[config.mk]
export PLATFORM = sky130hd
export DESIGN_NAME = csr_reg_responder
export DESIGN_NICKNAME = d
export VERILOG_FILES = /design/src/rtl/csr_reg_pkg.sv /design/src/rtl/csr_rd_pipe.sv /design/src/rtl/csr_reg_responder.sv
export SDC_FILE = /design/constraint.sdc
export NUM_CORES = 1
export LEC_CHECK = 0
export ABC_CLOCK_PERIOD_IN_PS = 3900
export BUFFER_PORTS_ARGS = -buffer_cell sky130_fd_sc_hd__buf_2
export CORE_MARGIN = 4
export CORE_UTILIZATION = 35
export CTS_CLUSTER_SIZE = 14
export DETAILED_ROUTE_END_ITERATION = 10
export PLACE_DENSITY_LB_ADDON = 0.12
export SLEW_MARGIN = 20
export SYNTH_ARGS = -nofsm -noshare
export SYNTH_HDL_FRONTEND = slang
export SYNTH_SLANG_ARGS = --single-unit
[constraint.sdc]
create_clock -name clk -period 3.9 [get_ports clk]
set_input_delay 0.78 -clock clk [delete_from_list [all_inputs] [get_ports clk]]
set_output_delay 0.78 -clock clk [all_outputs]
set_load 0.1 [all_outputs]
[src/rtl/csr_reg_pkg.sv]
// -----------------------------------------------------------------------------
// csr_reg_pkg
// Shared definitions for the CSR register responder that sits behind the
// JTAG-to-AVMM bridge: register byte offsets, the pattern returned for
// unmapped reads, the read-FSM state encoding and a saturating increment.
//
// Optional feature macro: CSR_WR_COUNT_EN (adds the WR_COUNT register).
// -----------------------------------------------------------------------------
package csr_reg_pkg;

  // Byte offsets of the register map (address bits [1:0] are ignored).
  localparam logic [15:0] ADDR_VERSION  = 16'h0000;
  localparam logic [15:0] ADDR_CTRL     = 16'h0004;
  localparam logic [15:0] ADDR_STATUS   = 16'h0008;
  localparam logic [15:0] ADDR_STICKY   = 16'h000C;
  localparam logic [15:0] ADDR_SCRATCH0 = 16'h0010;
  localparam logic [15:0] ADDR_SCRATCH1 = 16'h0014;
  localparam logic [15:0] ADDR_SCRATCH2 = 16'h0018;
  localparam logic [15:0] ADDR_SCRATCH3 = 16'h001C;
  localparam logic [15:0] ADDR_WR_COUNT = 16'h0020;

  // Read data returned for any unmapped address.
  localparam logic [31:0] BAD_DATA = 32'hDEAD_BEEF;

  // Read FSM states.
  typedef enum logic [1:0] {
    S_IDLE = 2'd0,
    S_LAT  = 2'd1,
    S_RESP = 2'd2,
    S_HOLD = 2'd3
  } rd_state_e;

  // Increment that sticks at all-ones instead of wrapping.
  function automatic logic [31:0] sat_inc32(input logic [31:0] v);
    return (v == 32'hFFFF_FFFF) ? v : v + 32'd1;
  endfunction

endpackage

[src/rtl/csr_rd_pipe.sv]
// -----------------------------------------------------------------------------
// csr_rd_pipe
// Read-response pacing for the CSR responder. A read is accepted only in IDLE,
// the read-mux value is snapshotted at accept, and the snapshot is presented on
// rd_dataout together with a one-cycle csr_rd_dvalid exactly RD_LAT cycles
// later. After the response the FSM ignores rd_en for HOLD_CYC cycles so the
// bridge's level-held, registered rd_en cannot launch a duplicate read.
//
// Parameters:
//   RD_LAT    cycles from accept to csr_rd_dvalid (1..4)
//   HOLD_CYC  cycles rd_en is ignored after the response (0..8)
//
// Ports:
//   clk            clock
//   rst_n          synchronous active-low reset (flushes any read in flight)
//   rd_en          read request level
//   mux_data       current read-mux value for the presented address
//   rd_dataout     response data, holds its value outside the response cycle
//   csr_rd_dvalid  one-cycle response strobe
//   rd_busy        high whenever the FSM is not IDLE
// -----------------------------------------------------------------------------
module csr_rd_pipe
  import csr_reg_pkg::*;
#(
  parameter int unsigned RD_LAT   = 2,
  parameter int unsigned HOLD_CYC = 2
) (
  input  logic        clk,
  input  logic        rst_n,
  input  logic        rd_en,
  input  logic [31:0] mux_data,
  output logic [31:0] rd_dataout,
  output logic        csr_rd_dvalid,
  output logic        rd_busy
);

  // Counter preloads: LAT lasts RD_LAT-1 cycles, HOLD lasts HOLD_CYC cycles,
  // both counting down to zero inclusive.
  localparam logic [2:0] LAT_LOAD  = 3'(RD_LAT - 2);
  localparam logic [2:0] HOLD_LOAD = 3'(HOLD_CYC - 1);

  rd_state_e   state_q;
  logic [2:0]  cnt_q;
  logic [31:0] snap_q;
  logic [31:0] dout_q;
  logic        dvalid_q;

  always_ff @(posedge clk) begin
    if (!rst_n) begin
      state_q  <= S_IDLE;
      cnt_q    <= 3'd0;
      snap_q   <= 32'd0;
      dout_q   <= 32'd0;
      dvalid_q <= 1'b0;
    end else begin
      dvalid_q <= 1'b0;
      case (state_q)
        S_IDLE: begin
          if (rd_en) begin
            snap_q <= mux_data;
            if (RD_LAT == 1) begin
              // No latency stage: respond on the very next cycle.
              dout_q   <= mux_data;
              dvalid_q <= 1'b1;
              state_q  <= S_RESP;
            end else begin
              cnt_q   <= LAT_LOAD;
              state_q <= S_LAT;
            end
          end
        end
        S_LAT: begin
          if (cnt_q == 3'd0) begin
            dout_q   <= snap_q;
            dvalid_q <= 1'b1;
            state_q  <= S_RESP;
          end else begin
            cnt_q <= cnt_q - 3'd1;
          end
        end
        S_RESP: begin
          if (HOLD_CYC == 0) begin
            state_q <= S_IDLE;
          end else begin
            cnt_q   <= HOLD_LOAD;
            state_q <= S_HOLD;
          end
        end
        S_HOLD: begin
          if (cnt_q == 3'd0) begin
            state_q <= S_IDLE;
          end else begin
            cnt_q <= cnt_q - 3'd1;
          end
        end
        default: state_q <= S_IDLE;
      endcase
    end
  end

  assign rd_dataout    = dout_q;
  assign csr_rd_dvalid = dvalid_q;
  assign rd_busy       = (state_q != S_IDLE);

endmodule

[src/rtl/csr_reg_responder.sv]
// -----------------------------------------------------------------------------
// csr_reg_responder
// CSR target behind the JTAG-to-AVMM bridge. Decodes the bridge's address and
// write/read strobes, holds the register bank and hands read-mux data to
// csr_rd_pipe, which returns it with a fixed latency.
//
// Register map (byte offsets, bits [1:0] ignored):
//   0x0000 VERSION   RO
//   0x0004 CTRL      RW  (mirrored on ctrl_out)
//   0x0008 STATUS    RO  (status_in sampled at read accept)
//   0x000C STICKY    W1C (set by event_in; set beats clear)
//   0x0010..0x001C SCRATCH0..3 RW
//   0x0020 WR_COUNT  saturating count of mapped writes, cleared by any write
//                    (present only when CSR_WR_COUNT_EN is defined)
//   anything else    unmapped: reads return DEAD_BEEF, writes are dropped,
//                    err_unmapped pulses one cycle after the access
//
// Optional feature macro: CSR_WR_COUNT_EN.
//
// Ports:
//   clk, rst_n     clock and synchronous active-low reset
//   wr_rd_addr     byte address shared by reads and writes
//   wr_en          one write per cycle high
//   rd_en          read request level
//   wr_data        write data
//   status_in      live status
//   event_in       event pulses into STICKY
//   rd_dataout     read data
//   csr_rd_dvalid  one-cycle read-data-valid
//   ctrl_out       CTRL contents
//   err_unmapped   one-cycle pulse per unmapped access
//   rd_busy        read FSM not IDLE
// -----------------------------------------------------------------------------
module csr_reg_responder
  import csr_reg_pkg::*;
#(
  parameter int unsigned RD_LAT   = 2,
  parameter int unsigned HOLD_CYC = 2,
  parameter logic [31:0] VERSION  = 32'h0001_0000,
  parameter logic [31:0] CTRL_RST = 32'h0
) (
  input  logic        clk,
  input  logic        rst_n,
  input  logic [15:0] wr_rd_addr,
  input  logic        wr_en,
  input  logic        rd_en,
  input  logic [31:0] wr_data,
  input  logic [31:0] status_in,
  input  logic [31:0] event_in,
  output logic [31:0] rd_dataout,
  output logic        csr_rd_dvalid,
  output logic [31:0] ctrl_out,
  output logic        err_unmapped,
  output logic        rd_busy
);

  logic [15:0] addr_w;
  logic        unused_addr_lsb;

  logic [31:0] ctrl_q,    ctrl_d;
  logic [31:0] sticky_q,  sticky_d;
  logic [31:0] scratch_q [4];
  logic [31:0] scratch_d [4];
  logic        err_q,     err_d;

  logic [31:0] mux_data;
  logic        mapped;
  logic        rd_accept;
  logic        pipe_busy;

`ifdef CSR_WR_COUNT_EN
  logic [31:0] wr_count_q, wr_count_d;
`endif

  // Word-align the address; the low byte-lane bits carry no meaning here.
  assign addr_w          = {wr_rd_addr[15:2], 2'b00};
  assign unused_addr_lsb = ^wr_rd_addr[1:0];

  // A read is taken only when the read pipe is idle.
  assign rd_accept = rd_en && !pipe_busy;

  // Read mux and address-mapped flag. The mux looks at current register
  // values, so a write in the accept cycle is not visible in the snapshot.
  always_comb begin
    mux_data = BAD_DATA;
    mapped   = 1'b1;
    case (addr_w)
      ADDR_VERSION:  mux_data = VERSION;
      ADDR_CTRL:     mux_data = ctrl_q;
      ADDR_STATUS:   mux_data = status_in;
      ADDR_STICKY:   mux_data = sticky_q;
      ADDR_SCRATCH0: mux_data = scratch_q[0];
      ADDR_SCRATCH1: mux_data = scratch_q[1];
      ADDR_SCRATCH2: mux_data = scratch_q[2];
      ADDR_SCRATCH3: mux_data = scratch_q[3];
`ifdef CSR_WR_COUNT_EN
      ADDR_WR_COUNT: mux_data = wr_count_q;
`endif
      default: begin
        mux_data = BAD_DATA;
        mapped   = 1'b0;
      end
    endcase
  end

  // Write decode and next-state for the register bank.
  always_comb begin
    ctrl_d    = ctrl_q;
    scratch_d = scratch_q;
    if (wr_en) begin
      case (addr_w)
        ADDR_CTRL:     ctrl_d       = wr_data;
        ADDR_SCRATCH0: scratch_d[0] = wr_data;
        ADDR_SCRATCH1: scratch_d[1] = wr_data;
        ADDR_SCRATCH2: scratch_d[2] = wr_data;
        ADDR_SCRATCH3: scratch_d[3] = wr_data;
        default: ;
      endcase
    end
    // Clear first, then OR in events, so a coincident event keeps its bit set.
    sticky_d = (sticky_q & ~((wr_en && addr_w == ADDR_STICKY) ? wr_data : 32'd0))
             | event_in;
    // Both access types share the address, so a same-cycle read and write to
    // one unmapped address produce a single pulse.
    err_d = (wr_en || rd_accept) && !mapped;
  end

  always_ff @(posedge clk) begin
    if (!rst_n) begin
      ctrl_q   <= CTRL_RST;
      sticky_q <= 32'd0;
      for (int i = 0; i < 4; i++) begin
        scratch_q[i] <= 32'd0;
      end
      err_q    <= 1'b0;
    end else begin
      ctrl_q    <= ctrl_d;
      sticky_q  <= sticky_d;
      scratch_q <= scratch_d;
      err_q     <= err_d;
    end
  end

`ifdef CSR_WR_COUNT_EN
  // A write to WR_COUNT clears it and is not itself counted.
  always_comb begin
    wr_count_d = wr_count_q;
    if (wr_en && addr_w == ADDR_WR_COUNT) begin
      wr_count_d = 32'd0;
    end else if (wr_en && mapped) begin
      wr_count_d = sat_inc32(wr_count_q);
    end
  end

  always_ff @(posedge clk) begin
    if (!rst_n) begin
      wr_count_q <= 32'd0;
    end else begin
      wr_count_q <= wr_count_d;
    end
  end
`endif

  csr_rd_pipe #(
    .RD_LAT   (RD_LAT),
    .HOLD_CYC (HOLD_CYC)
  ) u_rd_pipe (
    .clk           (clk),
    .rst_n         (rst_n),
    .rd_en         (rd_en),
    .mux_data      (mux_data),
    .rd_dataout    (rd_dataout),
    .csr_rd_dvalid (csr_rd_dvalid),
    .rd_busy       (pipe_busy)
  );

  assign rd_busy      = pipe_busy;
  assign ctrl_out     = ctrl_q;
  assign err_unmapped = err_q;

endmodule

==> metrics.csv <==
metric,value,unit
average wire per standard cell,21.5,um
post-layout utilization of the core,0.424,
final HPWL from detailed placement,27.0,mm
number of DRC violations after detailed-routing iteration 0,823,
Hold Path Cell Cnt,2,
floorplan die area,36000,um^2
path class of the lowest-slack min-delay path,reg -> reg,
Die Ht,190,um
"commonest cells after routing, fill and taps aside","sky130_fd_sc_hd__dfxtp_1 (263), sky130_fd_sc_hd__a21oi_1 (234), sky130_fd_sc_hd__o21ai_0 (190)",
"Min Clock Period, post-route",2.62,ns
number of hold violations in the final report,0,
final wirelength,42.7,mm
Worst-path clk slew,0.06,ns
net switching power,2.17,mW
pre-CTS WS,1.02,ns
#FFs+latches synth,263,
Hold Slack,0.449,ns
clock tree from TritonCTS,yes,
number of port buffers,180,
Antenna Cells,0,
average footprint of a synthesized cell,8.24,um^2
critical path endpoint category,output port,
number of primary I/O pins,183,
internal power,4.71,mW
starting density of the core,0.355,
last weighted congestion value of the routability-driven placer,0.790,
endpoint of the most critical register-to-register path,u_rd_pipe.snap_q[0]$_SDFFE_PN0P_,
run status,finished clean,
overall global routing resource usage,0.229,
post-DR vias/cell,5.64,
hold worst-path end,u_rd_pipe.rd_dataout[23]$_SDFFE_PN0P_,
post-CTS sizing,0,
FF-to-FF setup slack,1.60,ns
number of maximum-capacitance violations,0,
highest achievable clock rate,381,MHz
number of antenna violations at the first check in global routing,2,
startpoint of the most critical register-to-register path,u_rd_pipe.state_q[0]$_SDFFE_PN0P_,
count of flip-flops with a built-in enable after synthesis,0,
Slew headroom,0.322,
Netlist cell types,51,
sequential cell area fraction in the yosys report,0.456,
clock insertion delay at the later pin of the skew report,0.55,ns
final clock skew,0.00713,ns
library cell used as clock root buffer,sky130_fd_sc_hd__clkbuf_16,
combined area of all synthesized cells,11500,um^2
fraction of power consumed by combinational cells,0.179,
most used flip-flop cell after synthesis,sky130_fd_sc_hd__dfxtp_1,
maximum resistive drop on vdd,311,uV
Clk pwr share,0.399,
die width,190,um
leakage power figure,5.27,nW
pin count of the biggest net entering global routing,199,
area added between synthesis and finish,19.6,%
placeable core area,32500,um^2
row cnt,66,
# clock sinks,263,
number of non-filler instances in the completed layout,1990,
final setup violation count,0,
Net Sw Frac,0.316,
final count of pins violating max slew,0,
net count of the finished layout,1648,
Slew @ Worst Pin,1.02,ns
final cell area excluding filler cells,13800,um^2
"Req. time, crit path",3.12,ns
proportion of layout cells with a drive suffix above 1,0.214,
start-to-end type of the worst setup path,reg -> out,
number of levels in the clock H-tree,1,
DRC violation count after routing,0,
Design Power,6.89,mW
number of placed instances with taps included,1934,
TritonCTS buffer count,31,
ys async rst share,0,
cell count after synthesis,1401,
post-CTS setup-driven buffer insertion count,0,
setup TNS after final layout,0,ns
post-cts hold buffer count,0,
Via Count,11200,
clock tree buffer depth,3,
Final WS setup,1.28,ns
number of cells traversed by the worst register-to-register path,7,
data arrival time of the critical path,1.84,ns
wire length of the first global-routing pass,65.0,mm
router iterations before antenna repair,5,
number of nets produced by synthesis,1524,
PwrDens,499,nW/um^2
share of the cycle needed by the critical path after routing,0.672,
launch point of the worst hold path,u_rd_pipe.snap_q[23]$_SDFFE_PN0P_,
"commonest non-fill, non-tap cell in the layout",sky130_fd_sc_hd__dfxtp_1,
instance area at placement,12800,um^2
startpoint kind of the worst setup timing path,flop,
Sequential Power Share,0.423,
via count of the first global-routing pass,10900,
total number of yosys warnings,0,
RSZ-0062 raised after global routing,no,
Worst Path Max Fanout,6,
leftover overflow at the end of global routing,0,
remaining antenna violation count after routing,0,
## metal layers
metal | GRT usage | wire [um] | vias up
met5 | 0 | 15 | -
met4 | 0.0760 | 1520 | 4
met3 | 0.0316 | 2440 | 86
met2 | 0.393 | 20900 | 365
met1 | 0.297 | 17800 | 5471
li1 | - | - | 5304
## worst max-delay path: stages, from the launching register on
cell	delay [ns]
sky130_fd_sc_hd__dfxtp_1	0.39
sky130_fd_sc_hd__inv_1	0.11
sky130_fd_sc_hd__ha_1	0.29
sky130_fd_sc_hd__inv_1	0.08
sky130_fd_sc_hd__buf_2	0.42
## sequential cells by signal (all words and copies together), names as in the netlist
register / count
scratch_q: 128
u_rd_pipe.state_q: 2
u_rd_pipe.rd_dataout: 32
u_rd_pipe.snap_q: 32
sticky_q: 32
err_unmapped: 1
u_rd_pipe.cnt_q: 3
ctrl_out: 32
u_rd_pipe.csr_rd_dvalid: 1
## synth_stat cells (12+ instances only)
master | count | area share
sky130_fd_sc_hd__a21oi_1 | 234 | 0.10
sky130_fd_sc_hd__a221o_1 | 23 | 0.020
sky130_fd_sc_hd__a22o_1 | 12 | 0.0091
sky130_fd_sc_hd__a31oi_1 | 38 | 0.021
sky130_fd_sc_hd__buf_2 | 33 | 0.014
sky130_fd_sc_hd__clkbuf_1 | 91 | 0.030
sky130_fd_sc_hd__dfxtp_1 | 263 | 0.46
sky130_fd_sc_hd__inv_1 | 39 | 0.013
sky130_fd_sc_hd__mux2_2 | 39 | 0.038
sky130_fd_sc_hd__mux2i_1 | 19 | 0.016
sky130_fd_sc_hd__nand2_1 | 150 | 0.049
sky130_fd_sc_hd__nand3_1 | 130 | 0.056
sky130_fd_sc_hd__nor2_1 | 17 | 0.0055
sky130_fd_sc_hd__o21ai_0 | 190 | 0.082
## layout make-up
| type | count | area (um^2) |
|---|---|---|
| fill | 3403 | 18700 |
| multi-input combinational | 965 | 5590 |
| sequential | 263 | 5270 |
| timing repair buffer | 224 | 1280 |
| clock buffer | 44 | 905 |
| tap | 442 | 553 |
| inverter | 40 | 155 |
| clock inverter | 12 | 62.6 |
## power by group through the flow
| stage | clock network [mW] | logic, mW | registers, mW |
|---|---|---|---|
| floorplan | 0 | 0.548 | 3.28 |
| global placement | 0 | 1.23 | 2.97 |
| detailed placement | 0 | 1.24 | 2.97 |
| CTS | 2.80 | 1.24 | 2.91 |
| global route | 2.91 | 1.33 | 2.93 |
| finish | 2.75 | 1.23 | 2.91 |
## worst max path at each step
stage | start | to | slack (ns)
final | u_rd_pipe.state_q[0]$_SDFFE_PN0P_ | rd_busy | 1.28
after global routing | u_rd_pipe.state_q[0]$_SDFFE_PN0P_ | rd_busy | 1.15
after CTS | u_rd_pipe.state_q[0]$_SDFFE_PN0P_ | rd_busy | 1.23
after detailed placement | wr_rd_addr[4] | u_rd_pipe.snap_q[5]$_SDFFE_PN0P_ | 1.02
after global placement | wr_rd_addr[4] | u_rd_pipe.snap_q[2]$_SDFFE_PN0P_ | 1.02
after floorplan | wr_rd_addr[11] | scratch_q[87]$_SDFFE_PN0P_ | 1.63
## cells by family after synthesis
family,count (synthesis),synth area share
compound gates,540,0.262
buf+inv,173,0.0608
fa+ha+maj,7,0.00759
flops,263,0.456
mux,63,0.0643
simple gates,355,0.149
Note: power is estimated with default switching activity, not from simulation.
